**src/rtl/sc_stoch_to_bin_bi.sv**
```systemverilog
`default_nettype none
// ============================================================================
// Module      : sc_stoch_to_bin_bi
// Description : Bipolar stochastic-to-binary converter. Counts 1s over a
//               window of 2^N valid bits and reports ones and 2*ones - 2^N.
//               Macro SC_S2B_CONTINUOUS_EN: convert windows back-to-back
//               forever after the first start.
// Revision    : 1.0 - initial release
// ============================================================================
module sc_stoch_to_bin_bi #(
    parameter int N = 8
) (
    input  logic                clk,
    input  logic                rst_n,
    input  logic                start,
    input  logic                in_valid,
    input  logic                in_bit,
    output logic                busy,
    output logic                done,
    output logic [N:0]          ones,
    output logic signed [N+1:0] value
);

    localparam logic [1:0]   c_st_idle    = 2'd0;
    localparam logic [1:0]   c_st_count   = 2'd1;
    localparam logic [1:0]   c_st_done    = 2'd2;
    localparam logic [N:0]   c_win_len    = {1'b1, {N{1'b0}}};
    localparam logic [N+1:0] c_win_len_ext = {2'b01, {N{1'b0}}};

    logic [1:0]   r_state;
    logic [N:0]   r_cnt;
    logic [N:0]   r_ones_acc;
    logic         r_busy;
    logic         r_done;
    logic [N:0]   r_ones;
    logic [N+1:0] r_value;

    logic         w_restart;
    logic [N:0]   w_cnt_next;
    logic [N:0]   w_ones_next;
    logic [N+1:0] w_value_next;

    assign w_cnt_next   = r_cnt + {{N{1'b0}}, 1'b1};
    assign w_ones_next  = r_ones_acc + {{N{1'b0}}, in_bit};
    // Modular subtraction in N+2 bits yields the two's-complement result.
    assign w_value_next = {w_ones_next, 1'b0} - c_win_len_ext;

`ifdef SC_S2B_CONTINUOUS_EN
    assign w_restart = 1'b1;
`else
    assign w_restart = start;
`endif

    always_ff @(posedge clk or negedge rst_n) begin
        if (!rst_n) begin
            r_state    <= c_st_idle;
            r_cnt      <= '0;
            r_ones_acc <= '0;
            r_busy     <= 1'b0;
            r_done     <= 1'b0;
            r_ones     <= '0;
            r_value    <= '0;
        end else begin
            r_done <= 1'b0;
            case (r_state)
                c_st_idle: begin
                    if (start) begin
                        r_state    <= c_st_count;
                        r_cnt      <= '0;
                        r_ones_acc <= '0;
                        r_busy     <= 1'b1;
                    end
                end
                c_st_count: begin
                    if (in_valid) begin
                        r_cnt      <= w_cnt_next;
                        r_ones_acc <= w_ones_next;
                        if (w_cnt_next == c_win_len) begin
                            r_state <= c_st_done;
                            r_busy  <= 1'b0;
                            r_done  <= 1'b1;
                            r_ones  <= w_ones_next;
                            r_value <= w_value_next;
                        end
                    end
                end
                c_st_done: begin
                    if (w_restart) begin
                        r_state    <= c_st_count;
                        r_cnt      <= '0;
                        r_ones_acc <= '0;
                        r_busy     <= 1'b1;
                    end else begin
                        r_state <= c_st_idle;
                    end
                end
                default: begin
                    r_state <= c_st_idle;
                    r_busy  <= 1'b0;
                end
            endcase
        end
    end

    assign busy  = r_busy;
    assign done  = r_done;
    assign ones  = r_ones;
    assign value = $signed(r_value);

endmodule
`default_nettype wire

```
**config.mk**
```make
export PLATFORM = sky130hd
export DESIGN_NAME = sc_stoch_to_bin_bi
export DESIGN_NICKNAME = d
export VERILOG_FILES = /design/src/rtl/sc_stoch_to_bin_bi.sv
export SDC_FILE = /design/constraint.sdc
export NUM_CORES = 1
export LEC_CHECK = 0
export ABC_AREA = 1
export CELL_PAD_IN_SITES_DETAIL_PLACEMENT = 1
export CELL_PAD_IN_SITES_GLOBAL_PLACEMENT = 1
export CORE_AREA = 8 8 81 83
export DETAILED_ROUTE_END_ITERATION = 10
export DIE_AREA = 0 0 89 91
export GPL_TIMING_DRIVEN = 0
export PLACE_DENSITY_LB_ADDON = 0.15
export SLEW_MARGIN = 20
export SYNTH_ARGS = -nofsm -noshare
export SYNTH_HDL_FRONTEND = slang
export SYNTH_SLANG_ARGS = --single-unit
```
**constraint.sdc**
```tcl
create_clock -name clk -period 1.5 [get_ports clk]
set_input_delay 0.3 -clock clk [delete_from_list [all_inputs] [get_ports clk]]
set_output_delay 0.3 -clock clk [all_outputs]
set_load 0.05 [all_outputs]
```
=== Word-level counts from Yosys, hierarchy flattened ===
Index checks and enable logic that the tools add are counted.

* Add/subtract/negate cells: 3
* Equality and inequality tests: 7
* Multiplexer cells: 17
* Reduce and logical (&&, ||, !) cells: 7

{| class="wikitable"
|+ Operators with widths
! operator !! number
|-
| $pmux W9 S2 || 2
|-
| $mux W9 || 3
|-
| $reduce_and A3 Y1 || 4
|-
| $sub A10 B9 Y10 const B || 1
|-
| $add A9 B1 Y9 || 1
|-
| $add A9 B1 Y9 const B || 1
|-
| $eq A9 B9 Y1 const B || 1
|-
| $mux W1 || 7
|-
| $mux W2 || 3
|-
| $ne A2 B2 Y1 const B || 3
|-
| $pmux W2 S3 || 1
|-
| $eq A2 B1 Y1 const B || 1
|-
| $eq A2 B2 Y1 const B || 1
|-
| $logic_not A2 Y1 || 1
|-
| $ne A2 B1 Y1 const B || 1
|-
| $pmux W1 S2 || 1
|-
| $reduce_bool A2 Y1 || 1
|-
| $reduce_or A2 Y1 || 1
|}

* Flip-flop bits (word level): 41
* Input port bits: 5
* Output and inout bits: 21

=== Depth between registers and ports, before layout ===
Gate-level depths: netlist of the first run.

* Depth after elaboration: 5
* Depth in mapped cells: 12
* Mapped depth without buffers: 12

=== Worst setup path after synthesis of the first run ===
Ideal clock, no wire load.

* Kind: register -> register
* From: reg r_cnt[0]
* To: reg r_ones[0], in the netlist ones[0]
* Arrival: 1480 ps
* Data required time: 1382 ps
* Slack: -98 ps
* Stages on the path, launching flop included: 12
* Path buffers: 1
* Clock period less this slack: 1598 ps
* Path through: dfrtp_1 > ha_1 > nand2_1 > inv_1 > nor2_1 > nor2_4 > nand3_4 > nor2_4 > nand4_2 > buf_6 > nand2_1 > nand2_1

* Word-level cells in the longest chain between the ends: 3

{| class="wikitable"
|+ RTL lines
! what !! line !! source
|-
| from (decl) || 31 || <nowiki>logic [N:0] r_cnt;</nowiki>
|-
| from (signal assigned) || 76 || <nowiki>r_cnt <= w_cnt_next;</nowiki>
|-
| $add A9 B1 Y9 || 43 || <nowiki>assign w_cnt_next = r_cnt + {{N{1'b0}}, 1'b1};</nowiki>
|-
| $eq A9 B9 Y1 || 78 || <nowiki>if (w_cnt_next == c_win_len) begin</nowiki>
|-
| $reduce_and A3 Y1 (no source line) || n/a ||
|-
| to (signal assigned) || 82 || <nowiki>r_ones <= w_ones_next;</nowiki>
|-
| to (decl) || 35 || <nowiki>logic [N:0] r_ones;</nowiki>
|}

Every way passes these cells.
A chain may end at the register's enable or synchronous reset.

=== Final worst setup path of the first run ===
* From: reg r_cnt[0]
* To: reg r_ones[4], in the netlist ones[4]

The elaborated chain is that of the path after synthesis.

==> metrics.cfg, run 1 <==
[floorplan]
die_h_um = 91
fp.dieW_um = 89
row_count = 27
initial_utilization = 0.3354
ioPinCount = 26
die-area_um2 = 8099
core_um2 = 5338

[route]
ant_nets = 0
detail_route.iter0.violations = 59
wl_met2_mm = 2.431
routed.top_layer = met4
vias = 1554
routed-wl-met3_um = 172
wl_per_cell_um = 13.89
drt-met1-wl_mm = 2.041
first_pass_iters = 4
via_per_inst = 4.598
drt_wl_total_mm = 4.695
drc = 0

[yosys]
ys.flop_type = dfrtp_1
syn_inst = 211
synth-seq-area-share = 0.4612
avgSynthCellArea_um2 = 8.486
syn_area_um2 = 1790
synth-edff-count = 0
yosys_register_bits = 33
ys_types = 28
syn_nets = 220
ys_warn_count = 0
synthArstFlopShare = 1.000

[hold_path]
worstHoldPathType = in -> async

[sta]
setup_slack_ns = -0.2299
setup_viol = 15
clock_skew_ns = 0.006339
slew_violations = 0
period_share = 1.153
rsz0062_at_grt = true
fmax_ghz = 0.5781
finalHoldViolCount = 0
period_needed_ns = 1.730

[grt]
grt_max_degree = 26
track_usage = 0.1248
grt_pass1_wl_mm = 7.872
antenna_found_initial = 0
grt_pass1_vias = 1671
grt_overflow_total = 0

[status]
violations = negative setup slack
run_status = finished with violations

[power]
power_density_nw_per_um2 = 1815
leakagePower_nw = 1.243
total_power_mw = 4.546
peakVddDrop_mv = 0.8129

[critical_path]
worst_setup_path_end_kind = flip-flop
worstPathRequired_ns = 1.72
worstSetupPathType = reg -> reg
cp_cell_sequence = buf_4 > buf_4 > ha_1 > inv_1 > nor2_4 > nand3_4 > nor2_4 > nand3_4 > nor2_8 > nand2_1 > nand2_1
cp_max_fo = 5
path_buf_inv = 3
slowest_delay_ns = 0.42
crit_arrival_ns = 1.95
cp-start-kind = flip-flop
critPathSlowestCell = dfrtp_1
cp_top_family = simple AND/OR/NAND/NOR gates
r2r-start = r_cnt[0]$_DFFE_PN0P_
rr_endpoint = ones[4]$_DFFE_PN0P_
rr_worst_depth = 11
crit_path_start = r_cnt[0]$_DFFE_PN0P_
rrSetupSlack_ns = -0.23

[placed_design]
io_buffers = 24
place_congestion = 0.7570
post-place-ws_ns = -0.6329
hpwl_mm = 3.164
placed_area_um2 = 2141
place_inst = 308

[clock_network]
clkSlewWorstSetupHoldPaths_ns = 0.07
cts_tree = done
htreeDepth = 2
cts_root_buffer = clkbuf_8
cts_made_buffers = 5
cts_buffer_depth = 2
clock_latency_ns = 0.29
cts_sinks = 33

[finish]
syn2layout_area_growth_pct = 39.90
drive_above_1_share = 0.3797
final_nets = 274
regArea_um2 = 825.8
finalCoreUtilization = 0.4693
multi_input_area_um2 = 912.1
fin_cells = 338
antenna_cells = 0
fill_cells = 671
design_area_um2 = 2505

[flow_run]
max_cap_viol_count = 0

-- layout make-up --
cell class                      count  area share
Buffer                             11     0.03497
Clock buffer                        5     0.02747
Clock inverter                      3    0.006993
Inverter                           27     0.04146
Multi-Input combinational cell    141      0.3641
Sequential cell                    33      0.3297
Tap cell                           72     0.03596
Timing Repair Buffer               46      0.1593
-- metal layers --
layer	vias to the layer above	global-route usage
met1	766	0.1456
li1	764	-
met5	-	0
met4	0	0.04161
met2	19	0.2177
met3	5	0.02613
-- cells in the mapped netlist (3+ instances only) --
| cell | n | area share |
|---|---|---|
| nand3_1 | 8 | 0.022 |
| a22o_1 | 3 | 0.015 |
| o21ai_1 | 3 | 0.0084 |
| dfrtp_1 | 33 | 0.46 |
| nor2_1 | 7 | 0.015 |
| inv_2 | 7 | 0.015 |
| buf_4 | 8 | 0.034 |
| nand4_1 | 3 | 0.010 |
| inv_1 | 20 | 0.042 |
| nor2_4 | 7 | 0.044 |
| o22ai_1 | 7 | 0.024 |
| nand2_1 | 69 | 0.14 |
| xor2_1 | 4 | 0.020 |
| o21ai_0 | 8 | 0.022 |
| ha_1 | 4 | 0.028 |
| nand2_2 | 5 | 0.017 |
-- per-stage QoR --
stage	hold slack, ns	setup TNS (ns)
5_1_grt	0.4299	-4.724
3_5_place_dp	0.1886	-12.40
3_3_place_gp	0.4503	-33.82
6_report	0.4148	-3.046
4_1_cts	0.4278	-2.691
2_1_floorplan	0.004409	-0.5554
-- cell families (layout without fill, tap and decap cells) --
logic type                 count (synthesis)  after routing  share of synthesized area
buffers and inverters                     38             92                     0.1013
DFF                                       33             33                     0.4612
other                                      1              1                   0.002094
xor gates and xnor gates                   5              5                    0.02446
AOI/OAI and AO/OA                         23             23                    0.07547
adders and majority gates                  4              4                    0.02795
and+or+nand+nor                          107            108                     0.3075
-- power breakdown --
| group | switching, mW | internal, mW | total, mW |
|---|---|---|---|
| clock network | 0.343 | 0.320 | 0.664 |
| logic | 1.48 | 0.936 | 2.42 |
| registers | 0.292 | 1.17 | 1.47 |
| total | 2.12 | 2.43 | 4.55 |
-- how the worst max path moves through the flow --
stage	to	slack, ns	depth (start not counted)
floorplan	ones[0]$_DFFE_PN0P_	-0.06	11
global placement	busy$_DFFE_PN0P_	-0.68	1
detailed placement	value[9]$_DFFE_PN0P_	-0.63	10
CTS	ones[1]$_DFFE_PN0P_	-0.20	11
global route	ones[7]$_DFFE_PN0P_	-0.37	10
finish	ones[4]$_DFFE_PN0P_	-0.23	11
-- worst register-to-register path, cell delays in order (launching register included) --
cell and delay [ns]:
dfrtp_1 0.42, buf_4 0.14, buf_4 0.09, ha_1 0.13
inv_1 0.06, nor2_4 0.11, nand3_4 0.09, nor2_4 0.16
nand3_4 0.17, nor2_8 0.17, nand2_1 0.08, nand2_1 0.06
-- registers in the layout (all words and copies together), names as in the netlist --
register and count:
busy 1, done 1, ones 9, r_cnt 9
r_ones_acc 9, r_state 2, value 2
-- cell usage in the layout, fill, tap and decap left out, drive strengths merged --
cell,n
a21oi,2
a22o,3
buf,34
clkbuf,10
clkdlybuf4s15,12
clkdlybuf4s50,2
clkinv,2
clkinvlp,1
conb,1
dfrtp,33
dlygate4sd2,3
dlygate4sd3,1
ha,4
inv,27
nand2,74
nand3,11
nand4,4
nor2,17
o21ai,11
o22ai,7
or2,2
xnor2,1
xor2,4
-- what timing repair did --
action / CTS / global route
pin swaps: 9 / 5
gates resized for setup: 60 / 25
cloned: 1 / 0
setup buffers: 15 / 5
hold endpoints to repair: 8 / 0
setup endpoints to repair: 51 / 42
hold buffers: 1 / 0
(Power assumes the default switching activity.)
==> run 2, diff against run 1 <==
CTS_CLUSTER_SIZE = 28   (was not set)
TNS_END_PERCENT = 10   (was not set)
==> run 2 against run 1 <==
  * Design area decreased by 5.5%
  * Critical path depth is the same
  * First-iteration DRC count shrank 53%
  * Via count shrank 5.3%
  * Critical endpoint is now ones[0]$_DFFE_PN0P_
  * The run still ends with negative setup slack left
==> metrics.cfg, run 2 (synthesized netlist as in run 1, its figures left out) <==
[sta]
period_share = 1.196
hold_ws_ns = 0.4218
rsz0062_at_grt = true
finalHoldViolCount = 0
period_needed_ns = 1.793
setup_viol = 18
fmax_ghz = 0.5576
clock_skew_ns = 0.003234
slew_violations = 0
setup_slack_ns = -0.2934

[grt]
track_usage = 0.1139
grt_pass1_wl_mm = 7.238
grt_pass1_vias = 1553
grt_overflow_total = 0
antenna_found_initial = 0
grt_max_degree = 26

[critical_path]
cp_cell_sequence = ha_4 > nand2_4 > nor2_4 > nand2_1 > nand2_2 > nand3_4 > nor2_4 > nand3_4 > nor2_8 > nand2_1 > nand2_1
r2r-start = r_cnt[1]$_DFFE_PN0P_
slowest_delay_ns = 0.42
crit_arrival_ns = 2.01
cp-start-kind = flip-flop
path_buf_inv = 0
cp_max_fo = 5
worst_setup_path_end_kind = flip-flop
worstSetupPathType = reg -> reg
crit_path_start = r_cnt[1]$_DFFE_PN0P_
path_common_cell = nand2_1
worstPathRequired_ns = 1.71
critPathSlowestCell = dfrtp_1
cp_top_family = simple AND/OR/NAND/NOR gates

[clock_network]
clkSlewWorstSetupHoldPaths_ns = 0.07
cts_buffer_depth = 2
cts_root_buffer = clkbuf_8
cts_tree = done
cts_sinks = 33
clock_latency_ns = 0.27
cts_made_buffers = 5
htreeDepth = 2

[finish]
fill_cells = 670
finalCoreUtilization = 0.4433
layout_common_cells = nand2_1 (64), dfrtp_1 (33), inv_1 (19), buf_4 (16), nor2_4 (11)
layout.cells.most_common = nand2_1
multi_input_area_um2 = 872.1
syn2layout_area_growth_pct = 32.15
regArea_um2 = 825.8
design_area_um2 = 2366
final_nets = 258
drive_above_1_share = 0.3000
antenna_cells = 0

[status]
violations = negative setup slack
run_status = finished with violations

[placed_design]
io_buffers = 24
place_congestion = 0.7478
placed_area_um2 = 2141
hpwl_mm = 3.209
post-place-ws_ns = -0.6661

[floorplan]
ioPinCount = 26
fp.dieW_um = 89
die-area_um2 = 8099
initial_utilization = 0.3354
core_um2 = 5338
row_count = 27
die_h_um = 91

[hold_path]
worstHoldPathType = in -> async

[route]
drt_wl_total_mm = 4.292
vias = 1472
drc = 0
wl_per_cell_um = 13.33
detail_route.iter0.violations = 28
ant_nets = 0
via_per_inst = 4.571
first_pass_iters = 4

[flow_run]
max_cap_viol_count = 0

[power]
peakVddDrop_mv = 0.8310
power_density_nw_per_um2 = 1866
leakagePower_nw = 1.170

==> run 2: per-stage QoR <==
stage / setup TNS, ns / cells / total power, mW
floorplan: -0.5554 / 211 / 2.872
global placement: -33.99 / 307 / 3.412
detailed placement: -12.48 / 308 / 3.469
CTS: -3.101 / 319 / 4.353
global route: -6.604 / 322 / 4.746
finish: -3.590 / 322 / 4.416
==> run 2: path summary, 6_finish.rpt <==
kind,cells past startpoint,slack (ns),to
max in group asynchronous,3,0.66,busy$_DFFE_PN0P_
min in group clk,1,0.46,busy$_DFFE_PN0P_
worst max-delay path,11,-0.29,ones[0]$_DFFE_PN0P_
worst min register to register,1,0.46,busy$_DFFE_PN0P_
worst max register to register,11,-0.29,ones[0]$_DFFE_PN0P_
worst min-delay path,2,0.42,r_ones_acc[7]$_DFFE_PN0P_
==> run 2: layout make-up <==
type	instances	area share
buffer	11	0.03966
clock buffer	7	0.03649
clock inverter	1	0.01269
inverter	27	0.04389
multi-input combinational	141	0.3686
sequential	33	0.3490
tap	72	0.03808
timing repair buffer	30	0.1116
==> run 2: report_power, final <==
part           total (mW)  switching (mW)  leakage (nW)  internal [mW]
Sequential           1.45           0.272         0.438           1.17
Combinational        2.11            1.39         0.674          0.724
Clock               0.856           0.314        0.0585          0.542
Total                4.42            1.98          1.17           2.44
==> run 2: routing by layer <==
| metal | GRT usage | vias to the layer above | wire, um |
|---|---|---|---|
| met5 | 0 | - | 0 |
| met4 | 0.02913 | 0 | 21 |
| met1 | 0.1315 | 718 | 1856 |
| li1 | - | 732 | - |
| met2 | 0.2004 | 20 | 2254 |
| met3 | 0.02973 | 2 | 160 |
==> run 2: worst reg2reg max path, stage by stage, from the launching register on <==
cell     delay, ns
dfrtp_1       0.42
ha_4          0.19
nand2_4       0.06
nor2_4        0.14
nand2_1       0.08
nand2_2       0.10
nand3_4       0.07
nor2_4        0.19
nand3_4       0.16
nor2_8        0.19
nand2_1       0.08
nand2_1       0.06
==> run 2: what timing repair did <==
action / in CTS / in global routing
endpoints found under the setup margin: 51 / 41
gates resized for setup: 48 / 25
endpoints found under the hold margin: 8 / 0
hold buffers: 1 / 0
buffers inserted: 2 / 2
gates cloned: 0 / 1
pin swaps: 3 / 10
